===== config.mk =====
export PLATFORM = sky130hd
export DESIGN_NAME = fc_argmax_reader
export DESIGN_NICKNAME = d
export VERILOG_FILES = /design/src/rtl/lenet_fp16_pkg.sv /design/src/rtl/fp16_greater.sv /design/src/rtl/fc_argmax_reader.sv
export SDC_FILE = /design/constraint.sdc
export NUM_CORES = 1
export LEC_CHECK = 0
export BUFFER_PORTS_ARGS = -buffer_cell sky130_fd_sc_hd__clkbuf_2
export CAP_MARGIN = 10
export CORE_MARGIN = 2
export CORE_UTILIZATION = 55
export DETAILED_ROUTE_END_ITERATION = 16
export PLACE_DENSITY = 0.9
export SLEW_MARGIN = 20
export SYNTH_ARGS = -nofsm -noshare
export SYNTH_HDL_FRONTEND = slang
export SYNTH_HIERARCHICAL = 1
export SYNTH_SLANG_ARGS = --single-unit

===== constraint.sdc =====
create_clock -name clk -period 7.7 [get_ports clk]
set_input_delay 0.77 -clock clk [delete_from_list [all_inputs] [get_ports clk]]
set_output_delay 0.77 -clock clk [all_outputs]
set_load 0.01 [all_outputs]

===== src/rtl/lenet_fp16_pkg.sv =====
// Shared FP16 definitions for the LeNet output stage: element type, field
// constants, canonical NaN and the argmax reader FSM states.
package lenet_fp16_pkg;

  localparam int FP16_W      = 16;
  localparam int FP16_MAN_W  = 10;
  localparam int FP16_EXP_W  = 5;
  localparam int FP16_EXP_LO = FP16_MAN_W;
  localparam int FP16_SIGN   = FP16_W - 1;

  typedef logic [FP16_W-1:0] fp16_t;

  localparam logic [FP16_EXP_W-1:0] FP16_EXP_MAX = 5'h1F;
  localparam fp16_t                 FP16_QNAN    = 16'h7E00;

  typedef enum logic [1:0] {
    ST_IDLE = 2'd0,
    ST_SCAN = 2'd1,
    ST_DONE = 2'd2
  } argmax_state_e;

  function automatic logic fp16_is_nan(input fp16_t x);
    return (x[FP16_SIGN-1:FP16_EXP_LO] == FP16_EXP_MAX) &&
           (x[FP16_MAN_W-1:0] != '0);
  endfunction

  // Maps sign-magnitude onto an unsigned total order; both zeros share a key.
  function automatic logic [FP16_W-1:0] fp16_key(input fp16_t x);
    if (x[FP16_SIGN-1:0] == '0) return {1'b1, {(FP16_W-1){1'b0}}};
    if (x[FP16_SIGN])           return ~x;
    return {1'b1, x[FP16_SIGN-1:0]};
  endfunction

endpackage


===== src/rtl/fp16_greater.sv =====
// Combinational strict a > b for FP16 with +0 == -0.
// FC_ARGMAX_NAN_SKIP_EN: NaN never wins and always loses; a_is_nan exported.
module fp16_greater
  import lenet_fp16_pkg::*;
(
  input  fp16_t a,
  input  fp16_t b,
`ifdef FC_ARGMAX_NAN_SKIP_EN
  output logic  a_is_nan,
`endif
  output logic  a_gt_b
);

  logic [FP16_W-1:0] key_a, key_b;

  assign key_a = fp16_key(a);
  assign key_b = fp16_key(b);

`ifdef FC_ARGMAX_NAN_SKIP_EN
  logic b_is_nan;
  assign a_is_nan = fp16_is_nan(a);
  assign b_is_nan = fp16_is_nan(b);
  assign a_gt_b   = !a_is_nan && (b_is_nan || (key_a > key_b));
`else
  // NaN falls out of the raw pattern order: +NaN above +inf, -NaN below -inf.
  assign a_gt_b = key_a > key_b;
`endif

endmodule


===== src/rtl/fc_argmax_reader.sv =====
// Captures the FC layer's FP16 logits, scans them one per cycle and returns
// the argmax over valid/ready. FC_ARGMAX_NAN_SKIP_EN excludes NaN elements.
module fc_argmax_reader
  import lenet_fp16_pkg::*;
#(
  parameter int DATA_WIDTH  = 16,
  parameter int NUM_CLASSES = 10,
  parameter int IDX_W       = $clog2(NUM_CLASSES + 1)
) (
  input  logic                              clk,
  input  logic                              reset,
  input  logic                              start,
  input  logic [NUM_CLASSES*DATA_WIDTH-1:0] logits,
  output logic                              busy,
  output logic                              out_valid,
  input  logic                              out_ready,
  output logic [IDX_W-1:0]                  class_idx,
  output logic [DATA_WIDTH-1:0]             max_logit
);

  localparam logic [IDX_W-1:0] LAST_PTR = IDX_W'(NUM_CLASSES - 1);

  argmax_state_e state, state_nxt;

  logic [NUM_CLASSES-1:0][DATA_WIDTH-1:0] shadow;
  logic [IDX_W-1:0]                       ptr;
  logic [IDX_W-1:0]                       best_idx;
  fp16_t                                  best_val;
  fp16_t                                  cur;
  logic                                   cmp_gt;
  logic                                   take;
  logic                                   capture;
  logic                                   last;
  logic [IDX_W-1:0]                       fin_idx;
  fp16_t                                  fin_val;

  assign capture = (state == ST_IDLE) && start;
  assign last    = (state == ST_SCAN) && (ptr == LAST_PTR);
  assign cur     = shadow[ptr];

`ifdef FC_ARGMAX_NAN_SKIP_EN
  logic cur_nan;
  logic best_vld;

  fp16_greater u_cmp (
    .a        (cur),
    .b        (best_val),
    .a_is_nan (cur_nan),
    .a_gt_b   (cmp_gt)
  );

  // Until a non-NaN element is seen, best holds nothing to compare against.
  assign take = !cur_nan && (!best_vld || cmp_gt);

  always_ff @(posedge clk) begin
    if (reset)        best_vld <= 1'b0;
    else if (capture) best_vld <= 1'b0;
    else if ((state == ST_SCAN) && take) best_vld <= 1'b1;
  end

  always_comb begin
    fin_idx = take ? ptr : best_idx;
    fin_val = take ? cur : best_val;
    if (!take && !best_vld) begin
      fin_idx = IDX_W'(NUM_CLASSES);
      fin_val = FP16_QNAN;
    end
  end
`else
  fp16_greater u_cmp (
    .a      (cur),
    .b      (best_val),
    .a_gt_b (cmp_gt)
  );

  assign take    = (ptr == '0) || cmp_gt;
  assign fin_idx = take ? ptr : best_idx;
  assign fin_val = take ? cur : best_val;
`endif

  // FSM
  always_ff @(posedge clk) begin
    if (reset) state <= ST_IDLE;
    else       state <= state_nxt;
  end

  always_comb begin
    state_nxt = state;
    busy      = 1'b0;
    out_valid = 1'b0;
    unique case (state)
      ST_IDLE: if (start) state_nxt = ST_SCAN;
      ST_SCAN: begin
        busy = 1'b1;
        if (ptr == LAST_PTR) state_nxt = ST_DONE;
      end
      ST_DONE: begin
        busy      = 1'b1;
        out_valid = 1'b1;
        if (out_ready) state_nxt = ST_IDLE;
      end
      default: state_nxt = ST_IDLE;
    endcase
  end

  // The shadow only needs to be valid from capture onward.
  always_ff @(posedge clk) begin
    if (capture) shadow <= logits;
  end

  always_ff @(posedge clk) begin
    if (reset) begin
      ptr      <= '0;
      best_idx <= '0;
      best_val <= '0;
    end else if (capture) begin
      ptr      <= '0;
      best_idx <= '0;
      best_val <= '0;
    end else if (state == ST_SCAN) begin
      ptr <= ptr + 1'b1;
      if (take) begin
        best_idx <= ptr;
        best_val <= cur;
      end
    end
  end

  // Result registers change only when a scan finishes, so they hold through DONE.
  always_ff @(posedge clk) begin
    if (reset) begin
      class_idx <= '0;
      max_logit <= '0;
    end else if (last) begin
      class_idx <= fin_idx;
      max_logit <= fin_val;
    end
  end

endmodule


==> flow_summary.yaml, run 1 <==
synthesis:
  ys_ff_latch: 206
  synthCells: 699
  netlist_area_um2: 9120
  synth_area_leader_cell: "edfxtp_1"
  ys_seq_area_share_pct: 62.8
  synth_edf_count: 160
  synth_top_cells_by_count: "edfxtp_1, nor2_1, mux2i_1"
  yosysMostFrequentCell: "edfxtp_1"
  ys.flop_type: "edfxtp_1"
  synth_area_leaders: "edfxtp_1, dfxtp_1, mux2i_1"
  synth_cell_type_count: 44
  avgSynthCellArea_um2: 13.0
  synth_nets: 886
  async_reset_ff_share_pct: 0
  yosysTopAreaCellShare_pct: 52.7
  ys_warn_count: 6
floorplanning:
  die_area_um2: 17600
  die_h_um: 133
  rows: 47
  initial_utilization_pct: 55.6
  fp.dieW_um: 133
  io_pins: 186
  core_um2: 16400
clocking:
  cts_root_buf: "clkbuf_16"
  clk_pin_slew_worst_paths_ns: 0.07
  cts_tree: "done"
  worstSkewPairLatency_ns: 0.49
  cts_sinks: 206
  htreeDepth: 1
  cts_resized: 0
  clock_path_buffers: 3
  cts_made_buffers: 20
  post-cts-setup-buffers: 0
  postCtsHoldBufs: 0
placement:
  place_congestion: 0.948
  dp_hpwl_um: 15400
  port_buffers: 185
worst_setup_path:
  critPathSlowestCell: "dfxtp_4"
  reg2reg_depth: 15
  crit_type: "flop to flop"
  r2r_slack_ns: 1.60
  worstSetupStartpoint: "ptr[1]"
  path_cells: "buf_4, mux2i_1, o22ai_2, nor4_1, inv_1, nor4_1, and4_1, nor2_1, ha_1, nand4_2, a2111o_1, a31oi_1, o21a_2, nor2_1, a211oi_1"
  worstPathArrival_ns: 6.46
  reg2reg_from: "ptr[1]"
  crit_family: "compound AO/OA/AOI/OAI gates"
  required_ns: 8.05
  slowest_delay_ns: 0.81
  start_kind: "flop"
  critPathCaptureType: "flop"
  cp_num_cells: 15
  path_buf_inv: 2
  cp_max_fo: 46
min_path:
  min_from: "logits[154]"
  holdCritPathClass: "input pin to flop"
  min_delay_path_depth: 1
sta:
  layout_min_cycle_time_ns: 6.10
  period_share_pct: 79.2
  max_slew_margin_pct: 37.2
  rsz0062_at_grt: "false"
  hold_viol: 0
  maxSlewViolCount: 0
  tns_ns: 0
  final-setup-viol-count: 0
  fmax_ghz: 0.164
  tightest_slew_ns: 0.941
  skew_ns: 0.00984
power:
  p_leak_nw: 4.05
  ir_worst_vdd_mv: 0.202
  power_density_nw_per_um2: 253
  finalPower_mw: 2.72
detailed_routing:
  highest_layer: "met4"
  drtIter0Drc: 622
  routed_wl_um: 21000
  via_count: 6104
  ant_nets: 0
  wl_per_cell_um: 19.2
  met1_length_um: 8580
  dr_wl_met2_um: 10100
  first_pass_iters: 5
  drc: 0
  viasPerCell: 5.56
  wl_met3_um: 1800
run_status:
  status: "finished, final reports clean"
grt:
  grt_pass1_vias: 6209
  antenna_found_initial: 0
  track_usage_pct: 24.0
  grt_pass1_wl_um: 32800
  grt_max_degree: 87
  overflow: 0
layout:
  utilization_pct: 65.5
  final_nets: 1051
  n_antenna_cell: 0
  syn_to_final_growth_pct: 17.8
  drive_above_1_share_pct: 27.4
flow_run:
  cap_violations: 0
## power breakdown
group          total (mW)  internal (mW)  switching (mW)
combinational       0.418          0.166           0.252
sequential           1.35           1.30          0.0480
clock               0.949          0.559           0.390
total                2.72           2.03           0.690
## stage by stage
| step | instance area, µm² | instances | hold WS (ns) | setup slack [ns] |
|---|---|---|---|---|
| 3_5_place_dp | 10100 | 1061 | 0.480 | 1.80 |
| 6_report | 10700 | 1097 | 0.454 | 1.60 |
| 4_1_cts | 10700 | 1096 | 0.449 | 1.76 |
| 3_3_place_gp | 10100 | 1061 | 0.469 | 1.49 |
| 5_1_grt | 10700 | 1097 | 0.443 | 1.28 |
| 2_1_floorplan | 9120 | 699 | 0.454 | 2.14 |
## cell families after synthesis
kind of cell               share of synthesized area, %
AOI/OAI and AO/OA                                  4.79
xor gates and xnor gates                           3.17
adders and majority gates                          3.16
buffers and inverters                              3.77
DFF                                                62.8
muxes                                              9.77
and+or+nand+nor                                    12.6
## cell type report
class                           instances  area [µm²]
Sequential cell                       206        5730
Fill cell                            1159        5660
Multi-Input combinational cell        426        3050
Timing Repair Buffer                  189         976
Clock buffer                           23         533
Tap cell                              220         275
Clock inverter                         12         100
Inverter                               21        78.8
## sequential cells by signal, indices dropped and copies added (netlist names)
| register | count |
|---|---|
| class_idx | 4 |
| best_idx | 4 |
| max_logit | 16 |
| state | 2 |
| ptr | 4 |
| shadow | 160 |
| best_val | 16 |
## layout by cell type, fill, tap and decap left out, drive strengths merged, types with 3 or more instances in the layout
master,n
nand2b,5
mux2i,89
and2,3
or3b,3
xor2,18
edfxtp,160
inv,21
dfxtp,46
nand4,7
ha,23
clkinv,9
a21oi,6
clkbuf,208
nor4,38
buf,4
a211oi,21
nand2,19
o22ai,17
xnor2,15
nor3,35
nor2,105
## final timing paths
kind	end
setup / recovery	best_val[2]
hold / removal	shadow[154]
setup reg to reg	best_val[2]
hold reg to reg	best_idx[2]
## layer usage
| layer | vias to the layer above | global-route usage [%] |
|---|---|---|
| li1 | 2904 | - |
| met1 | 2854 | 32.0 |
| met2 | 306 | 39.7 |
| met3 | 40 | 4.67 |
| met4 | 0 | 7.71 |
| met5 | - | 0 |
(Power assumes the default switching activity.)
==> run 2: changes to the inputs <==
--- a/config.mk
+++ b/config.mk
@@ -5,10 +5,11 @@
 export SDC_FILE = /design/constraint.sdc
 export NUM_CORES = 1
 export LEC_CHECK = 0
+export ABC_AREA = 1
 export BUFFER_PORTS_ARGS = -buffer_cell sky130_fd_sc_hd__clkbuf_2
 export CAP_MARGIN = 10
 export CORE_MARGIN = 2
-export CORE_UTILIZATION = 55
+export CORE_UTILIZATION = 56
 export DETAILED_ROUTE_END_ITERATION = 16
 export PLACE_DENSITY = 0.9
 export SLEW_MARGIN = 20
==> constraint.sdc (replaced) <==
create_clock -name clk -period 6.36 [get_ports clk]
set_input_delay 0.636 -clock clk [delete_from_list [all_inputs] [get_ports clk]]
set_output_delay 0.636 -clock clk [all_outputs]
set_load 0.01 [all_outputs]
==> flow_summary.yaml, run 2 <==
layout:
  largest-register: "shadow"
  syn_to_final_growth_pct: 16.7
  final_nets: 1480
  stdcell_count: 1537
  num-fill-cells: 1381
  drive_above_1_share_pct: 19.9
  largest_register_ffs: 160
  multi_input_area_um2: 3310
  final_cell_mix: "nand2_1, inv_1, clkbuf_2"
  final_common_cell: "nand2_1"
  final_cell_area_um2: 11700
  n_antenna_cell: 0
  register_area_um2: 5730
  utilization_pct: 66.1
  top_regs: "shadow x160, best_val x16, max_logit x16"
floorplanning:
  fp.dieW_um: 138
  initial_utilization_pct: 56.6
  rows: 49
  io_pins: 186
  die_h_um: 138
  core_um2: 17800
  die_area_um2: 19100
power:
  p_seq_share_pct: 39.3
  p_sw_share_pct: 36.0
  p_leak_nw: 5.80
  power_density_nw_per_um2: 419
  internal-power_mw: 3.15
  ir_worst_vdd_mv: 0.303
  power_frac_clock_pct: 25.7
  p_sw_mw: 1.77
  combPwrFrac_pct: 35.0
grt:
  grt_pass1_vias: 7869
  antenna_found_initial: 0
  track_usage_pct: 24.8
  overflow: 0
  grt_max_degree: 97
  grt_pass1_wl_um: 38400
sta:
  hold_viol: 0
  rsz0062_at_grt: "false"
  fmax_ghz: 0.211
  period_share_pct: 74.4
  hold_slack_ns: 0.307
  maxSlewViolCount: 0
  tightest_slew_ns: 0.947
  max_slew_margin_pct: 36.7
  tns_ns: 0
  final-setup-viol-count: 0
  skew_ns: 0.0173
  layout_min_cycle_time_ns: 4.73
clocking:
  clk_pin_slew_worst_paths_ns: 0.07
  cts_sinks: 206
  cts_made_buffers: 22
  cts_resized: 0
  postCtsHoldBufs: 0
  cts_tree: "done"
  worstSkewPairLatency_ns: 0.50
  post-cts-setup-buffers: 0
  clock_path_buffers: 3
  htreeDepth: 1
  cts_root_buf: "clkbuf_16"
worst_setup_path:
  reg2reg_from: "ptr[0]"
  required_ns: 6.77
  worstSetupStartpoint: "ptr[0]"
  worstPathArrival_ns: 5.14
  reg2reg_depth: 27
  critPathSlowestCell: "inv_2"
  slowest_delay_ns: 0.52
  r2r_slack_ns: 1.63
  reg2reg_to: "max_logit[1]"
  critPathCaptureType: "flop"
  start_kind: "flop"
  crit_top_cell: "nand2_1"
  crit_family: "simple AND/OR/NAND/NOR gates"
  crit_type: "flop to flop"
  path_buf_inv: 6
  cp_max_fo: 43
detailed_routing:
  ant_nets: 0
  viasPerCell: 5.16
  first_pass_iters: 5
  drtIter0Drc: 665
  via_count: 7926
  drc: 0
  routed_wl_um: 23800
  wl_per_cell_um: 15.5
synthesis:
  yosysTopAreaCellShare_pct: 47.7
  synth_edf_count: 160
  synthCells: 1127
  yosysMostFrequentCell: "nand2_1"
  synth_nets: 1314
  netlist_area_um2: 10100
  synth_top_cells_by_count: "nand2_1, inv_1, edfxtp_1"
  ys_seq_area_share_pct: 56.9
  ys.flop_type: "edfxtp_1"
  ys_ff_latch: 206
  synth_area_leaders: "edfxtp_1, nand2_1, dfxtp_1"
  async_reset_ff_share_pct: 0
  ys_warn_count: 6
  synth_cell_type_count: 32
  synth_area_leader_cell: "edfxtp_1"
  avgSynthCellArea_um2: 8.93
min_path:
  min_from: "logits[40]"
  min_to: "shadow[40]"
  min_delay_path_depth: 1
  holdCritPathClass: "input pin to flop"
run_status:
  status: "finished, final reports clean"
placement:
  dp_hpwl_um: 16700
  place_congestion: 0.941
  place_inst: 1498
  place_area_um2: 11000
  port_buffers: 185
flow_run:
  cap_violations: 0
run 2: per-layer routing:
metal / vias to the layer above / global-route usage, % / part of all wire [%]
met5: - / 0 / 0
li1: 3864 / - / -
met3: 67 / 5.33 / 8.2
met4: 0 / 11.2 / 4.6
met2: 376 / 42.6 / 50
met1: 3619 / 30.2 / 37
run 2: cell type report:
type | instances | share of cell area [%]
inverters | 194 | 6.24
repair buffers | 191 | 8.27
clock inverters | 6 | 0.522
multi-input cells | 678 | 28.1
well taps | 229 | 2.44
flip-flops and latches | 206 | 48.8
clock buffers | 33 | 5.62
run 2: worst max-delay path by stage:
stage	end	slack, ns	cells after the start
4_1_cts	max_logit[1]	1.71	25
5_1_grt	best_val[10]	1.04	22
2_1_floorplan	shadow[0]	2.06	2
3_3_place_gp	max_logit[1]	1.90	20
3_5_place_dp	max_logit[1]	1.74	25
6_report	max_logit[1]	1.63	27
run 2: stage by stage:
step	setup slack, ns	power, mW
5_1_grt	1.04	5.26
6_report	1.63	4.92
3_3_place_gp	1.90	3.57
3_5_place_dp	1.74	3.64
4_1_cts	1.71	4.92
2_1_floorplan	2.06	3.30
run 2: cell families (layout without fill, tap and decap cells):
logic type                 after synthesis  after routing  share of synthesized area (%)
AOI/OAI and AO/OA                       53             53                           3.19
xor gates and xnor gates                30             30                           2.61
adders and majority gates               23             23                           2.86
buffers and inverters                  243            424                           10.3
DFF                                    206            206                           56.9
and+or+nand+nor                        572            572                           24.2
run 2: power groups by stage:
stage                     combinational [mW]  clock, mW  sequential, mW
after floorplan                         1.34          0            1.95
after global placement                  1.63          0            1.94
after detailed placement                1.69          0            1.96
after CTS                               1.71       1.28            1.93
after global routing                    1.97       1.34            1.95
final                                   1.72       1.26            1.93
==> run 3: changes to the inputs <==
--- a/config.mk
+++ b/config.mk
@@ -9,9 +9,9 @@
 export BUFFER_PORTS_ARGS = -buffer_cell sky130_fd_sc_hd__clkbuf_2
 export CAP_MARGIN = 10
 export CORE_MARGIN = 2
-export CORE_UTILIZATION = 56
+export CORE_UTILIZATION = 51
 export DETAILED_ROUTE_END_ITERATION = 16
-export PLACE_DENSITY = 0.9
+export PLACE_DENSITY = 0.87
 export SLEW_MARGIN = 20
 export SYNTH_ARGS = -nofsm -noshare
 export SYNTH_HDL_FRONTEND = slang
==> constraint.sdc (replaced) <==
create_clock -name clk -period 4.1 [get_ports clk]
set_input_delay 0.41 -clock clk [delete_from_list [all_inputs] [get_ports clk]]
set_output_delay 0.41 -clock clk [all_outputs]
set_load 0.01 [all_outputs]
==> flow_summary.yaml, run 3 (same netlist as run 2, synthesis figures left out) <==
clocking:
  cts_tree: "done"
  clock_path_buffers: 3
  worstSkewPairLatency_ns: 0.52
  htreeDepth: 1
  cts_sinks: 206
  cts_made_buffers: 22
  clk_pin_slew_worst_paths_ns: 0.06
  postCtsHoldBufs: 0
  cts_root_buf: "clkbuf_16"
layout:
  final_cell_area_um2: 11900
  syn_to_final_growth_pct: 18.2
  top_regs: "shadow x160, best_val x16, max_logit x16"
  largest_register_ffs: 160
  final_nets: 1490
  final_cell_mix: "nand2_1, inv_1, clkbuf_2"
  drive_above_1_share_pct: 20.3
  n_antenna_cell: 0
  num-fill-cells: 1608
  register_area_um2: 5730
  final_common_cell: "nand2_1"
  largest-register: "shadow"
  multi_input_area_um2: 3310
flow_run:
  cap_violations: 0
detailed_routing:
  wl_per_cell_um: 15.6
  drtIter0Drc: 557
  viasPerCell: 5.05
  routed_wl_um: 24600
  via_count: 7985
  ant_nets: 0
  drc: 0
  first_pass_iters: 5
sta:
  fmax_ghz: 0.266
  skew_ns: 0.0175
  tightest_slew_ns: 0.943
  layout_min_cycle_time_ns: 3.76
  maxSlewViolCount: 0
  final-setup-viol-count: 0
  hold_viol: 0
  period_share_pct: 91.8
  max_slew_margin_pct: 37.0
worst_setup_path:
  start_kind: "flop"
  crit_type: "flop to flop"
  crit_top_cell: "nand2_1"
  worstPathArrival_ns: 4.22
  required_ns: 4.56
  cp_max_fo: 37
  critPathSlowestCell: "inv_1"
  slowest_delay_ns: 0.39
  critPathCaptureType: "flop"
grt:
  overflow: 0
  track_usage_pct: 23.7
  antenna_found_initial: 0
  grt_pass1_vias: 7684
  grt_max_degree: 69
  grt_pass1_wl_um: 38200
floorplanning:
  io_pins: 186
  die_h_um: 145
  die_area_um2: 20900
  rows: 51
  fp.dieW_um: 145
  initial_utilization_pct: 51.9
  core_um2: 19400
power:
  p_sw_share_pct: 36.6
  p_leak_nw: 5.85
  combPwrFrac_pct: 36.3
  ir_worst_vdd_mv: 0.403
  finalPower_mw: 7.67
  internal-power_mw: 4.86
  power_frac_clock_pct: 24.7
  power_density_nw_per_um2: 644
  p_seq_share_pct: 39.0
  p_sw_mw: 2.81
placement:
  port_buffers: 185
  place_congestion: 0.980
  dp_hpwl_um: 17400
  place_area_um2: 11200
min_path:
  holdCritPathClass: "input pin to flop"
run_status:
  status: "finished, final reports clean"
run 3: changes by cell type in the layout (fill, tap and decap cells not counted), sizes merged:
cell	change
clkinvlp	+1
inv	-3
clkinv	+3
buf	+10
clkbuf	-3
run 3: critical path: cells and delay by family (launching register included):
kind            cells  cell delay, ns
fa+ha+maj           1            0.31
flops               1            0.34
simple gates       15            1.50
compound gates      3            0.40
buf+inv             6            1.13
run 3: per-layer routing:
metal	global-route usage, %	up-vias	routed length, µm
met2	40.9	362	12200
li1	-	3885	-
met1	29.3	3668	9600
met5	0	-	0
met3	3.87	70	1750
met4	10.7	0	1100
run 3: repair_timing:
action,in CTS,in global routing
hold endpoints to repair,0,0
buffers inserted,0,1
resized for setup,0,7
endpoints found under the setup margin,0,40
run 3: cell type report:
type | instances | area share, %
multi-input cells | 678 | 27.8
clock buffers | 30 | 5.14
flip-flops and latches | 206 | 48.1
inverters | 194 | 6.21
clock inverters | 7 | 0.694
well taps | 265 | 2.79
repair buffers | 201 | 9.27
run 3: power by group through the flow:
stage | logic, mW | clock network [mW] | registers (mW)
final | 2.78 | 1.90 | 2.99
after global routing | 3.14 | 2.00 | 3.02
after CTS | 2.75 | 1.92 | 2.99
after detailed placement | 2.71 | 0 | 3.03
after global placement | 2.65 | 0 | 3.01
after floorplan | 2.09 | 0 | 3.00
run 3: path summary, 6_finish.rpt:
path	start	end	slack, ns	cells after the start
worst min-delay path	logits[44]	shadow[44]	0.06	1
worst max register to register	ptr[0]	max_logit[8]	0.34	25
worst min register to register	state[0]	state[0]	0.55	2
worst max-delay path	ptr[0]	max_logit[8]	0.34	25
run 3: metrics by stage:
| stage | TNS (ns) | hold WS (ns) | std cells | setup slack (ns) | util, % |
|---|---|---|---|---|---|
| finish | 0 | 0.0604 | 1581 | 0.335 | 61.4 |
| global route | -0.0135 | 0.0440 | 1581 | -0.00700 | 61.4 |
| CTS | 0 | 0.0443 | 1580 | 0.181 | 61.2 |
| detailed placement | 0 | 0.541 | 1543 | 0.240 | 57.6 |
| global placement | 0 | 0.529 | 1543 | 0.343 | 57.6 |
| floorplan | 0 | 0.497 | 1127 | 0.639 | - |
